$ cat config.mk
export PLATFORM = sky130hd
export DESIGN_NAME = branch_cond_unit
export DESIGN_NICKNAME = d
export VERILOG_FILES = /design/src/rtl/branch_cond_pkg.sv /design/src/rtl/branch_cond_unit_cond_eval.sv /design/src/rtl/branch_cond_unit.sv
export SDC_FILE = /design/constraint.sdc
export NUM_CORES = 1
export LEC_CHECK = 0
export ABC_AREA = 1
export CORE_MARGIN = 4
export CORE_UTILIZATION = 40
export DETAILED_ROUTE_END_ITERATION = 16
export DONT_BUFFER_PORTS = 1
export HOLD_SLACK_MARGIN = 0.08
export PLACE_DENSITY = 0.61
export SKIP_LAST_GASP = 1
export SLEW_MARGIN = 30
export SYNTH_ARGS = -nofsm -noshare
export SYNTH_HDL_FRONTEND = slang
export SYNTH_HIERARCHICAL = 1
export SYNTH_SLANG_ARGS = --single-unit
export TNS_END_PERCENT = 50
$ cat constraint.sdc
create_clock -name clk -period 3.5 [get_ports clk]
set_input_delay 0.875 -clock clk [delete_from_list [all_inputs] [get_ports clk]]
set_output_delay 0.875 -clock clk [all_outputs]
set_load 0.005 [all_outputs]
$ cat src/rtl/branch_cond_pkg.sv
`default_nettype none
// +------------------------------------------------------------------+
// | branch_cond_pkg: shared types for the branch condition unit      |
// | Rev 1.0                                                          |
// +------------------------------------------------------------------+
package branch_cond_pkg;

    typedef enum logic [3:0] {
        COND_BE     = 4'd0,
        COND_BNE    = 4'd1,
        COND_BLT    = 4'd2,
        COND_BLE    = 4'd3,
        COND_BGE    = 4'd4,
        COND_BGT    = 4'd5,
        COND_BCS    = 4'd6,
        COND_BCC    = 4'd7,
        COND_BMI    = 4'd8,
        COND_BPL    = 4'd9,
        COND_BVS    = 4'd10,
        COND_BVC    = 4'd11,
        COND_RSV12  = 4'd12,
        COND_RSV13  = 4'd13,
        COND_ALWAYS = 4'd14,
        COND_NEVER  = 4'd15
    } cond_e;

    typedef enum logic [1:0] {
        IDLE  = 2'd0,
        CHECK = 2'd1,
        DONE  = 2'd2
    } state_e;

    typedef struct packed {
        logic s;
        logic z;
        logic c;
        logic v;
    } flags_t;

    // Codes 12..15 resolve without looking at the flag register, so they never stall.
    function automatic logic cond_uses_flags(input cond_e c);
        return !(c inside {COND_RSV12, COND_RSV13, COND_ALWAYS, COND_NEVER});
    endfunction

endpackage
`default_nettype wire

$ cat src/rtl/branch_cond_unit_cond_eval.sv
`default_nettype none
// +------------------------------------------------------------------+
// | cond_eval: combinational branch condition decoder                |
// | Rev 1.0                                                          |
// +------------------------------------------------------------------+
module cond_eval
    import branch_cond_pkg::*;
(
    input  cond_e  cond,
    input  flags_t flags,
    output logic   taken,
    output logic   illegal
);

    logic w_less;

    // Signed less-than after a compare: sign differs from overflow.
    assign w_less = flags.s ^ flags.v;

    always_comb begin
        taken   = 1'b0;
        illegal = 1'b0;
        case (cond)
            COND_BE:     taken = flags.z;
            COND_BNE:    taken = !flags.z;
            COND_BLT:    taken = w_less;
            COND_BLE:    taken = flags.z | w_less;
            COND_BGE:    taken = !w_less;
            COND_BGT:    taken = !flags.z & !w_less;
            COND_BCS:    taken = flags.c;
            COND_BCC:    taken = !flags.c;
            COND_BMI:    taken = flags.s;
            COND_BPL:    taken = !flags.s;
            COND_BVS:    taken = flags.v;
            COND_BVC:    taken = !flags.v;
            COND_RSV12,
            COND_RSV13:  illegal = 1'b1;
            COND_ALWAYS: taken = 1'b1;
            COND_NEVER:  taken = 1'b0;
            default:     taken = 1'b0;
        endcase
    end

endmodule
`default_nettype wire

$ cat src/rtl/branch_cond_unit.sv
`default_nettype none
// +------------------------------------------------------------------+
// | branch_cond_unit: flag register, branch handshake and resolution |
// | Rev 1.0                                                          |
// +------------------------------------------------------------------+
module branch_cond_unit
    import branch_cond_pkg::*;
#(
    parameter int W = 16
)(
    input  logic         clk,
    input  logic         reset,
    input  logic         flag_we,
    input  logic         alu_s,
    input  logic         alu_z,
    input  logic         alu_c,
    input  logic         alu_v,
    input  logic         flag_pend,
    input  logic         br_valid,
    output logic         br_ready,
    input  logic [3:0]   br_cond,
    input  logic [W-1:0] br_pc,
    input  logic [W-1:0] br_disp,
    output logic         res_valid,
    output logic         res_taken,
    output logic         res_illegal,
    output logic [W-1:0] res_target,
    output logic [3:0]   flags
);

    localparam logic [W-1:0] C_ONE = {{(W-1){1'b0}}, 1'b1};

    state_e       r_state;
    flags_t       r_flags;
    cond_e        r_cond;
    logic [W-1:0] r_pc;
    logic [W-1:0] r_disp;
    logic         r_taken;
    logic         r_illegal;
    logic [W-1:0] r_target;

    logic         w_taken;
    logic         w_illegal;
    logic         w_flag_dep;
    logic         w_eval;
    logic [W-1:0] w_pc_inc;
    logic [W-1:0] w_target;

    cond_eval u_cond_eval (
        .cond    (r_cond),
        .flags   (r_flags),
        .taken   (w_taken),
        .illegal (w_illegal)
    );

    // A writeback in flight or landing this cycle is not forwarded; wait for the register.
    assign w_flag_dep = cond_uses_flags(r_cond);
    assign w_eval     = (r_state == CHECK) && (!w_flag_dep || (!flag_pend && !flag_we));

    assign w_pc_inc   = r_pc + C_ONE;
    assign w_target   = w_taken ? (w_pc_inc + r_disp) : w_pc_inc;

    always_ff @(posedge clk) begin
        if (reset) begin
            r_flags <= '0;
        end else if (flag_we) begin
            r_flags <= {alu_s, alu_z, alu_c, alu_v};
        end
    end

    always_ff @(posedge clk) begin
        if (reset) begin
            r_state <= IDLE;
        end else begin
            case (r_state)
                IDLE:    if (br_valid) r_state <= CHECK;
                CHECK:   if (w_eval)   r_state <= DONE;
                DONE:    r_state <= IDLE;
                default: r_state <= IDLE;
            endcase
        end
    end

    always_ff @(posedge clk) begin
        if (reset) begin
            r_cond <= COND_BE;
            r_pc   <= '0;
            r_disp <= '0;
        end else if (r_state == IDLE && br_valid) begin
            r_cond <= cond_e'(br_cond);
            r_pc   <= br_pc;
            r_disp <= br_disp;
        end
    end

    always_ff @(posedge clk) begin
        if (reset) begin
            r_taken   <= 1'b0;
            r_illegal <= 1'b0;
            r_target  <= '0;
        end else if (w_eval) begin
            r_taken   <= w_taken;
            r_illegal <= w_illegal;
            r_target  <= w_target;
        end
    end

    assign br_ready    = (r_state == IDLE);
    assign res_valid   = (r_state == DONE);
    assign res_taken   = r_taken;
    assign res_illegal = r_illegal;
    assign res_target  = r_target;
    assign flags       = r_flags;

endmodule
`default_nettype wire
==> results of run 1 <==
-- worst max path at each step --
stage | startpoint | endpoint | slack (ns) | cells past startpoint
3_3_place_gp | r_pc[0] | res_target[12] | 0.89 | 16
5_1_grt | r_pc[0] | res_target[12] | 0.48 | 16
4_1_cts | r_pc[0] | res_target[12] | 0.79 | 16
6_report | r_pc[0] | res_target[12] | 0.80 | 16
2_1_floorplan | r_pc[0] | res_target[15] | 1.06 | 18
3_5_place_dp | r_pc[0] | res_target[12] | 0.80 | 16
-- worst reg2reg max path: cells and delay by family (launching register included) --
kind | cells | cell delay, ns
adder cells (fa/ha/maj) | 2 | 0.57
AND/OR/NAND/NOR | 12 | 1.51
buffers and inverters | 1 | 0.04
flip-flops | 1 | 0.40
AO/OA/AOI/OAI | 1 | 0.10
-- metal layers --
metal | global-route usage | vias up
li1 | - | 1896
met1 | 0.231 | 1638
met2 | 0.307 | 92
met3 | 0.0435 | 24
met4 | 0.0731 | 0
met5 | 0 | -
-- through the flow --
stage / worst slack (ns) / utilization
global placement: 0.886 / 0.424
detailed placement: 0.800 / 0.424
floorplan: 1.06 / -
global route: 0.479 / 0.444
finish: 0.799 / 0.444
CTS: 0.790 / 0.444
-- flip-flops by register name, indices dropped and copies added (netlist names) --
signal and count:
r_state 2, r_pc 16, r_disp 16, res_illegal 1
flags 4, res_target 16, res_taken 1, r_cond 4
-- power by group --
| part | internal [W] | total (W) | switching [W] |
|---|---|---|---|
| sequential | 0.000736 | 0.000791 | 0.0000552 |
| combinational | 0.000140 | 0.000403 | 0.000262 |
| clock | 0.000340 | 0.000609 | 0.000269 |
-- layout make-up --
class | count | area, µm²
Clock buffer | 10 | 138
Fill cell | 1027 | 5160
Sequential cell | 60 | 1200
Clock inverter | 5 | 52.6
Multi-Input combinational cell | 445 | 2240
Inverter | 78 | 293
Tap cell | 129 | 161
Timing Repair Buffer | 5 | 37.5
-- logic make-up (layout without fill, tap and decap cells) --
| family | after synthesis | count (layout) | synth area share |
|---|---|---|---|
| flops | 60 | 60 | 0.315 |
| buf+inv | 95 | 98 | 0.0971 |
| simple gates | 313 | 313 | 0.351 |
| fa+ha+maj | 21 | 21 | 0.0708 |
| xor+xnor | 14 | 14 | 0.0321 |
| compound gates | 97 | 97 | 0.134 |
-- Yosys cell counts (2+ instances only) --
cell type	number	area, µm²
sky130_fd_sc_hd__xor2_1	10	87.6
sky130_fd_sc_hd__nand2_2	7	43.8
sky130_fd_sc_hd__dfxtp_1	60	1200
sky130_fd_sc_hd__ha_1	20	250
sky130_fd_sc_hd__clkbuf_1	11	41.3
sky130_fd_sc_hd__nor2_4	2	22.5
sky130_fd_sc_hd__buf_2	5	25.0
sky130_fd_sc_hd__a21oi_2	4	35.0
sky130_fd_sc_hd__nor2_1	97	364
sky130_fd_sc_hd__nor2_2	5	31.3
sky130_fd_sc_hd__nand2_1	145	544
sky130_fd_sc_hd__a31oi_1	5	31.3
sky130_fd_sc_hd__inv_2	6	22.5
sky130_fd_sc_hd__nand3_1	35	175
sky130_fd_sc_hd__inv_1	72	270
sky130_fd_sc_hd__and2_1	3	18.8
sky130_fd_sc_hd__nand4_1	6	37.5
sky130_fd_sc_hd__o21ai_0	52	260
sky130_fd_sc_hd__a21oi_1	26	130
sky130_fd_sc_hd__nor3_1	6	30.0
sky130_fd_sc_hd__o21ai_1	8	40.0
sky130_fd_sc_hd__xnor2_1	4	35.0
sky130_fd_sc_hd__nand3_2	3	30.0
==> run_summary.xml, run 1 <==
<?xml version="1.0" encoding="UTF-8"?>
<metrics>
  <group name="critical_path">
    <metric name="cp_cell_sequence" unit="">ha_1 &gt; nand3_2 &gt; nor3_4 &gt; nand2_2 &gt; nand2_1 &gt; inv_1 &gt; or2_2 &gt; ha_1 &gt; nand2_1 &gt; nor2_1 &gt; nand3_1 &gt; nand3_1 &gt; nand2_1 &gt; nand3_1 &gt; nand2_1 &gt; a21oi_2</metric>
    <metric name="r2r.worst_path.cells" unit="">16</metric>
    <metric name="crit_type" unit="">flip-flop to flip-flop</metric>
    <metric name="worst-endpoint-required" unit="ns">3.78</metric>
    <metric name="reg2reg_setup_slack" unit="ns">0.80</metric>
    <metric name="r2r-start" unit="">r_pc[0]</metric>
    <metric name="start_kind" unit="">flip-flop</metric>
    <metric name="worst_path_dominant_cell_family" unit="">simple AND/OR/NAND/NOR gates</metric>
    <metric name="worst-path-buf-inv" unit="">1</metric>
    <metric name="arrival" unit="ns">2.98</metric>
    <metric name="critical_path.reg2reg.endpoint" unit="">res_target[12]</metric>
    <metric name="setup.worst_path.end_class" unit="">flip-flop</metric>
    <metric name="cp_max_fo" unit="">5</metric>
    <metric name="cp_common_cell" unit="">sky130_fd_sc_hd__nand2_1</metric>
    <metric name="max_stage_delay" unit="ns">0.40</metric>
    <metric name="critical-path-slowest-cell" unit="">sky130_fd_sc_hd__dfxtp_1</metric>
  </group>
  <group name="clocking">
    <metric name="ctsHoldBuffers" unit="">0</metric>
    <metric name="numCtsBuffers" unit="">9</metric>
    <metric name="tritoncts_clock_tree" unit="">yes</metric>
    <metric name="worst_setup_hold_path_clk_slew" unit="ns">0.07</metric>
    <metric name="postCtsSetupRepairBufs" unit="">0</metric>
    <metric name="worstSkewPairLatency" unit="ns">0.34</metric>
    <metric name="clockRootBuffer" unit="">sky130_fd_sc_hd__clkbuf_8</metric>
    <metric name="clk_path_buf_depth" unit="">2</metric>
    <metric name="cts.htree.levels" unit="">3</metric>
    <metric name="cts-resized-gates" unit="">0</metric>
    <metric name="sinks_on_the_clock_net" unit="">60</metric>
  </group>
  <group name="floorplanning">
    <metric name="fp.dieH" unit="µm">106</metric>
    <metric name="core_area" unit="µm²">9280</metric>
    <metric name="floorplan.die_area" unit="µm²">11200</metric>
    <metric name="floorplan.io_pins" unit="">69</metric>
    <metric name="fp-row-count" unit="">35</metric>
    <metric name="floorplan.initialDensity" unit="">0.411</metric>
    <metric name="dieWidth" unit="µm">106</metric>
  </group>
  <group name="route">
    <metric name="drt-wirelength-per-cell" unit="µm">13.4</metric>
    <metric name="met1_length" unit="µm">4380</metric>
    <metric name="drt-pass1-iter-count" unit="">4</metric>
    <metric name="wl_met2" unit="µm">4570</metric>
    <metric name="wl_met3" unit="µm">546</metric>
    <metric name="drt_drc_violations_left" unit="">0</metric>
    <metric name="vias" unit="">3650</metric>
    <metric name="drt-initial-drc-count" unit="">160</metric>
    <metric name="top_signal_layer_used" unit="">met4</metric>
    <metric name="avgViaCountPerCell" unit="">4.99</metric>
    <metric name="aggregate_routed_wire_length" unit="µm">9780</metric>
    <metric name="drt.antenna.violating_nets" unit="">0</metric>
  </group>
  <group name="yosys">
    <metric name="yosys_most_used_dff" unit="">sky130_fd_sc_hd__dfxtp_1</metric>
    <metric name="synth_nets" unit="">666</metric>
    <metric name="number_of_flops_mapped_to_enable_cells_by_yosys" unit="">0</metric>
    <metric name="postSynthAreaPerCell" unit="µm²">6.36</metric>
    <metric name="synthesis.instances" unit="">600</metric>
    <metric name="synth-seq-cells" unit="">60</metric>
    <metric name="synthArstFlopShare" unit="">0</metric>
    <metric name="yosysSeqAreaShare" unit="">0.315</metric>
    <metric name="netlist-cell-type-count" unit="">31</metric>
    <metric name="yosys_warnings" unit="">6</metric>
    <metric name="netlist_area" unit="µm²">3810</metric>
  </group>
  <group name="cells_and_area">
    <metric name="areaGrowthSynthToFinish" unit="%">8.17</metric>
    <metric name="final_area" unit="µm²">4130</metric>
    <metric name="diodes" unit="">0</metric>
    <metric name="final_net_count" unit="">665</metric>
    <metric name="layout-drive-gt1-share" unit="">0.0846</metric>
    <metric name="stdcell_count" unit="">732</metric>
    <metric name="layout_common_cells" unit="">145 x sky130_fd_sc_hd__nand2_1, 97 x sky130_fd_sc_hd__nor2_1, 72 x sky130_fd_sc_hd__inv_1</metric>
    <metric name="commonest_non_fill_non_tap_cell_in_the_layout" unit="">sky130_fd_sc_hd__nand2_1</metric>
  </group>
  <group name="sta">
    <metric name="worst_pin_slew" unit="ns">0.513</metric>
    <metric name="final-hold-violation-count" unit="">0</metric>
    <metric name="tns" unit="ns">0</metric>
    <metric name="final.hold.worst_slack" unit="ns">0.478</metric>
    <metric name="layout_min_cycle_time" unit="ns">2.70</metric>
    <metric name="fin_skew" unit="ns">0.00759</metric>
    <metric name="finalSetupViolCount" unit="">0</metric>
    <metric name="slew-limit-headroom" unit="">0.657</metric>
    <metric name="max_freq" unit="MHz">370</metric>
    <metric name="period_share" unit="">0.772</metric>
    <metric name="report.final.slew_viol_count" unit="">0</metric>
    <metric name="rsz_0062_raised_after_global_routing" unit="">no</metric>
  </group>
  <group name="global_route">
    <metric name="number_of_antenna_violations_at_the_first_check_in_global_routing" unit="">0</metric>
    <metric name="grt_start_max_net_pins" unit="">46</metric>
    <metric name="overflow_left_after_global_routing" unit="">0</metric>
    <metric name="globalRouteTotalUtil" unit="">0.185</metric>
    <metric name="number_of_global_route_vias_before_repair" unit="">3547</metric>
    <metric name="global_route_wire_length_before_repair" unit="µm">16600</metric>
  </group>
  <group name="hold_path">
    <metric name="hp-class" unit="">flip-flop to flip-flop</metric>
    <metric name="timing.hold.worst.start" unit="">res_target[9]</metric>
    <metric name="min_delay_worst_endpoint" unit="">res_target[9]</metric>
    <metric name="min_path_cells" unit="">2</metric>
  </group>
  <group name="power_and_ir_drop">
    <metric name="p_per_area" unit="nW/µm²">437</metric>
    <metric name="static_leakage" unit="nW">2.02</metric>
    <metric name="report.power.total" unit="W">0.00180</metric>
    <metric name="peakVddDrop" unit="mV">0.203</metric>
  </group>
  <group name="place">
    <metric name="finalWeightedCongestion" unit="">0.943</metric>
    <metric name="place.detailed.hpwl" unit="µm">7660</metric>
    <metric name="placed_cells_incl_taps" unit="">717</metric>
    <metric name="detailed_place.area" unit="µm²">3940</metric>
    <metric name="numPortBuffers" unit="">0</metric>
  </group>
  <group name="job">
    <metric name="max_cap_violations" unit="">0</metric>
  </group>
  <group name="status">
    <metric name="status" unit="">finished, final reports clean</metric>
  </group>
</metrics>
(Power assumes the default switching activity.)
==> inputs of run 2 (changes only) <==
- clock period: 3.5 -> 2.5 ns (I/O delays scaled with it)
==> run 2 against run 1 <==
Against the previous run:
- flip-flop and latch count did not move
- register-to-register slack got worse by 0.69 ns
- cell count rose by 2.7%
- total power rose by 57%
- largest power group unchanged
- count of clock-buffer cells in the layout rose by 2
- largest cell class unchanged
- sequential share of layout area fell by 3.2 points
- first-iteration DRC count rose by 15%
- core utilization rose by 6.0 points
- worst hold slack got worse by 0.14 ns
- routed wire length rose by 9.8%
==> run_summary.xml, run 2 (same netlist as run 1, synthesis figures left out) <==
<?xml version="1.0" encoding="UTF-8"?>
<metrics>
  <group name="status">
    <metric name="status" unit="">finished, final reports clean</metric>
  </group>
  <group name="route">
    <metric name="drt_drc_violations_left" unit="">0</metric>
    <metric name="drt-wirelength-per-cell" unit="µm">14.3</metric>
    <metric name="vias" unit="">3806</metric>
    <metric name="drt-initial-drc-count" unit="">184</metric>
    <metric name="aggregate_routed_wire_length" unit="µm">10700</metric>
    <metric name="drt.antenna.violating_nets" unit="">0</metric>
    <metric name="drt-pass1-iter-count" unit="">5</metric>
    <metric name="avgViaCountPerCell" unit="">5.06</metric>
  </group>
  <group name="floorplanning">
    <metric name="floorplan.initialDensity" unit="">0.411</metric>
    <metric name="floorplan.die_area" unit="µm²">11200</metric>
    <metric name="fp-row-count" unit="">35</metric>
    <metric name="fp.dieH" unit="µm">106</metric>
    <metric name="core_area" unit="µm²">9280</metric>
    <metric name="dieWidth" unit="µm">106</metric>
    <metric name="floorplan.io_pins" unit="">69</metric>
  </group>
  <group name="job">
    <metric name="max_cap_violations" unit="">0</metric>
  </group>
  <group name="clocking">
    <metric name="cts.htree.levels" unit="">3</metric>
    <metric name="sinks_on_the_clock_net" unit="">60</metric>
    <metric name="worstSkewPairLatency" unit="ns">0.35</metric>
    <metric name="clk_path_buf_depth" unit="">2</metric>
    <metric name="tritoncts_clock_tree" unit="">yes</metric>
    <metric name="ctsHoldBuffers" unit="">0</metric>
    <metric name="clockRootBuffer" unit="">sky130_fd_sc_hd__clkbuf_8</metric>
    <metric name="numCtsBuffers" unit="">9</metric>
    <metric name="worst_setup_hold_path_clk_slew" unit="ns">0.07</metric>
  </group>
  <group name="sta">
    <metric name="rsz_0062_raised_after_global_routing" unit="">yes</metric>
    <metric name="layout_min_cycle_time" unit="ns">2.39</metric>
    <metric name="final-hold-violation-count" unit="">0</metric>
    <metric name="max_freq" unit="MHz">418</metric>
    <metric name="period_share" unit="">0.958</metric>
    <metric name="slew-limit-headroom" unit="">0.631</metric>
    <metric name="finalSetupViolCount" unit="">0</metric>
    <metric name="report.final.slew_viol_count" unit="">0</metric>
    <metric name="fin_skew" unit="ns">0.0134</metric>
    <metric name="worst_pin_slew" unit="ns">0.552</metric>
    <metric name="final.hold.worst_slack" unit="ns">0.334</metric>
  </group>
  <group name="critical_path">
    <metric name="r2r-start" unit="">r_pc[1]</metric>
    <metric name="setup.worst_path.end_class" unit="">flip-flop</metric>
    <metric name="start_kind" unit="">flip-flop</metric>
    <metric name="reg2reg_setup_slack" unit="ns">0.11</metric>
    <metric name="r2r.worst_path.cells" unit="">16</metric>
    <metric name="cp_max_fo" unit="">4</metric>
    <metric name="arrival" unit="ns">2.68</metric>
    <metric name="critical_path.reg2reg.endpoint" unit="">res_target[14]</metric>
    <metric name="crit_type" unit="">flip-flop to flip-flop</metric>
    <metric name="worst-endpoint-required" unit="ns">2.78</metric>
  </group>
  <group name="global_route">
    <metric name="grt_start_max_net_pins" unit="">39</metric>
    <metric name="number_of_antenna_violations_at_the_first_check_in_global_routing" unit="">0</metric>
    <metric name="overflow_left_after_global_routing" unit="">0</metric>
    <metric name="globalRouteTotalUtil" unit="">0.195</metric>
    <metric name="number_of_global_route_vias_before_repair" unit="">3710</metric>
    <metric name="global_route_wire_length_before_repair" unit="µm">17600</metric>
  </group>
  <group name="hold_path">
    <metric name="hp-class" unit="">input pin to flip-flop</metric>
    <metric name="timing.hold.worst.start" unit="">reset</metric>
    <metric name="min_path_cells" unit="">1</metric>
    <metric name="min_delay_worst_endpoint" unit="">res_target[13]</metric>
  </group>
  <group name="power_and_ir_drop">
    <metric name="static_leakage" unit="nW">2.18</metric>
    <metric name="total_switching_power" unit="W">0.000923</metric>
    <metric name="seq_power_share" unit="">0.394</metric>
    <metric name="netSwitchingFraction" unit="">0.326</metric>
    <metric name="power_frac_clock" unit="">0.349</metric>
    <metric name="comb_power_frac" unit="">0.257</metric>
    <metric name="report.power.total" unit="W">0.00284</metric>
    <metric name="peakVddDrop" unit="mV">0.265</metric>
    <metric name="p_per_area" unit="nW/µm²">605</metric>
    <metric name="cell_internal_pwr" unit="W">0.00191</metric>
  </group>
  <group name="place">
    <metric name="place.detailed.hpwl" unit="µm">8020</metric>
    <metric name="numPortBuffers" unit="">0</metric>
    <metric name="finalWeightedCongestion" unit="">0.866</metric>
  </group>
  <group name="cells_and_area">
    <metric name="areaGrowthSynthToFinish" unit="%">22.8</metric>
    <metric name="commonest_non_fill_non_tap_cell_in_the_layout" unit="">sky130_fd_sc_hd__nand2_1</metric>
    <metric name="diodes" unit="">0</metric>
    <metric name="final_net_count" unit="">684</metric>
    <metric name="layout_common_cells" unit="">127 x sky130_fd_sc_hd__nand2_1, 94 x sky130_fd_sc_hd__nor2_1, 65 x sky130_fd_sc_hd__inv_1</metric>
    <metric name="layout-drive-gt1-share" unit="">0.217</metric>
  </group>
</metrics>
run 2: cell types whose count changed in the layout (fill, tap and decap cells not counted), sizes merged:
| cell | change |
|---|---|
| bufinv | +1 |
| clkinv | -2 |
| clkbuf | +2 |
| buf | +19 |
run 2: worst max-delay path by stage:
stage / from / end / slack, ns / cells past startpoint
after floorplan: r_pc[0] / res_target[15] / 0.06 / 18
after detailed placement: r_pc[3] / res_target[14] / -0.09 / 16
after global routing: r_pc[1] / res_target[13] / -0.04 / 18
final: r_pc[1] / res_target[14] / 0.11 / 16
after global placement: r_pc[4] / res_target[14] / -0.06 / 16
after CTS: r_pc[1] / res_target[14] / -0.02 / 17
run 2: what timing repair did:
item / in CTS / in global routing
setup endpoints to repair: 6 / 9
pin swaps: 2 / 27
gates resized for setup: 13 / 73
setup buffers: 0 / 3
endpoints found under the hold margin: 0 / 0
run 2: critical path: stages (launching register included):
cell	delay [ns]
sky130_fd_sc_hd__dfxtp_2	0.36
sky130_fd_sc_hd__ha_4	0.15
sky130_fd_sc_hd__nand3_4	0.09
sky130_fd_sc_hd__nor3_4	0.23
sky130_fd_sc_hd__nand2_2	0.09
sky130_fd_sc_hd__nand2_2	0.06
sky130_fd_sc_hd__inv_2	0.04
sky130_fd_sc_hd__or2_4	0.23
sky130_fd_sc_hd__ha_4	0.30
sky130_fd_sc_hd__nand2_1	0.13
sky130_fd_sc_hd__nor3_2	0.18
sky130_fd_sc_hd__nand2_1	0.11
sky130_fd_sc_hd__nand2_1	0.08
sky130_fd_sc_hd__nand2_1	0.05
sky130_fd_sc_hd__nand3_1	0.06
sky130_fd_sc_hd__nand2_1	0.07
sky130_fd_sc_hd__a21oi_2	0.11
run 2: power groups by stage:
stage	registers, W	logic, W	clock network [W]
after floorplan	0.00111	0.000456	0
after global placement	0.00113	0.000602	0
after detailed placement	0.00113	0.000608	0
after CTS	0.00111	0.000628	0.00100
after global routing	0.00113	0.000822	0.00106
final	0.00112	0.000728	0.000989
run 2: per-layer routing:
layer | vias to the layer above | routed length [µm] | GRT usage
met5 | - | 0 | 0
met4 | 0 | 159 | 0.0555
met3 | 14 | 481 | 0.0416
met2 | 89 | 4970 | 0.317
met1 | 1762 | 5130 | 0.261
li1 | 1941 | - | -
run 2: cell type report:
cell class	count	area, µm²
clock inverter	4	72.6
clock buffer	12	145
multi-input combinational	445	2600
inverter	78	293
sequential	60	1210
tap	129	161
fill	981	4600
timing repair buffer	24	200
run 2: stage by stage:
stage	TNS, ns	setup slack, ns	instance area (µm²)	instances	utilization
floorplan	0	0.0627	3810	600	-
global placement	-0.0929	-0.0614	4060	733	0.437
detailed placement	-0.230	-0.0891	4060	733	0.437
CTS	-0.0283	-0.0217	4340	749	0.468
global route	-0.163	-0.0384	4680	752	0.505
finish	0	0.106	4680	752	0.505
==> inputs of run 3 (changes only) <==
- CAP_MARGIN: not set -> 20
==> results of run 3 <==
Final layout, timing and power as in run 2 (identical DEF).
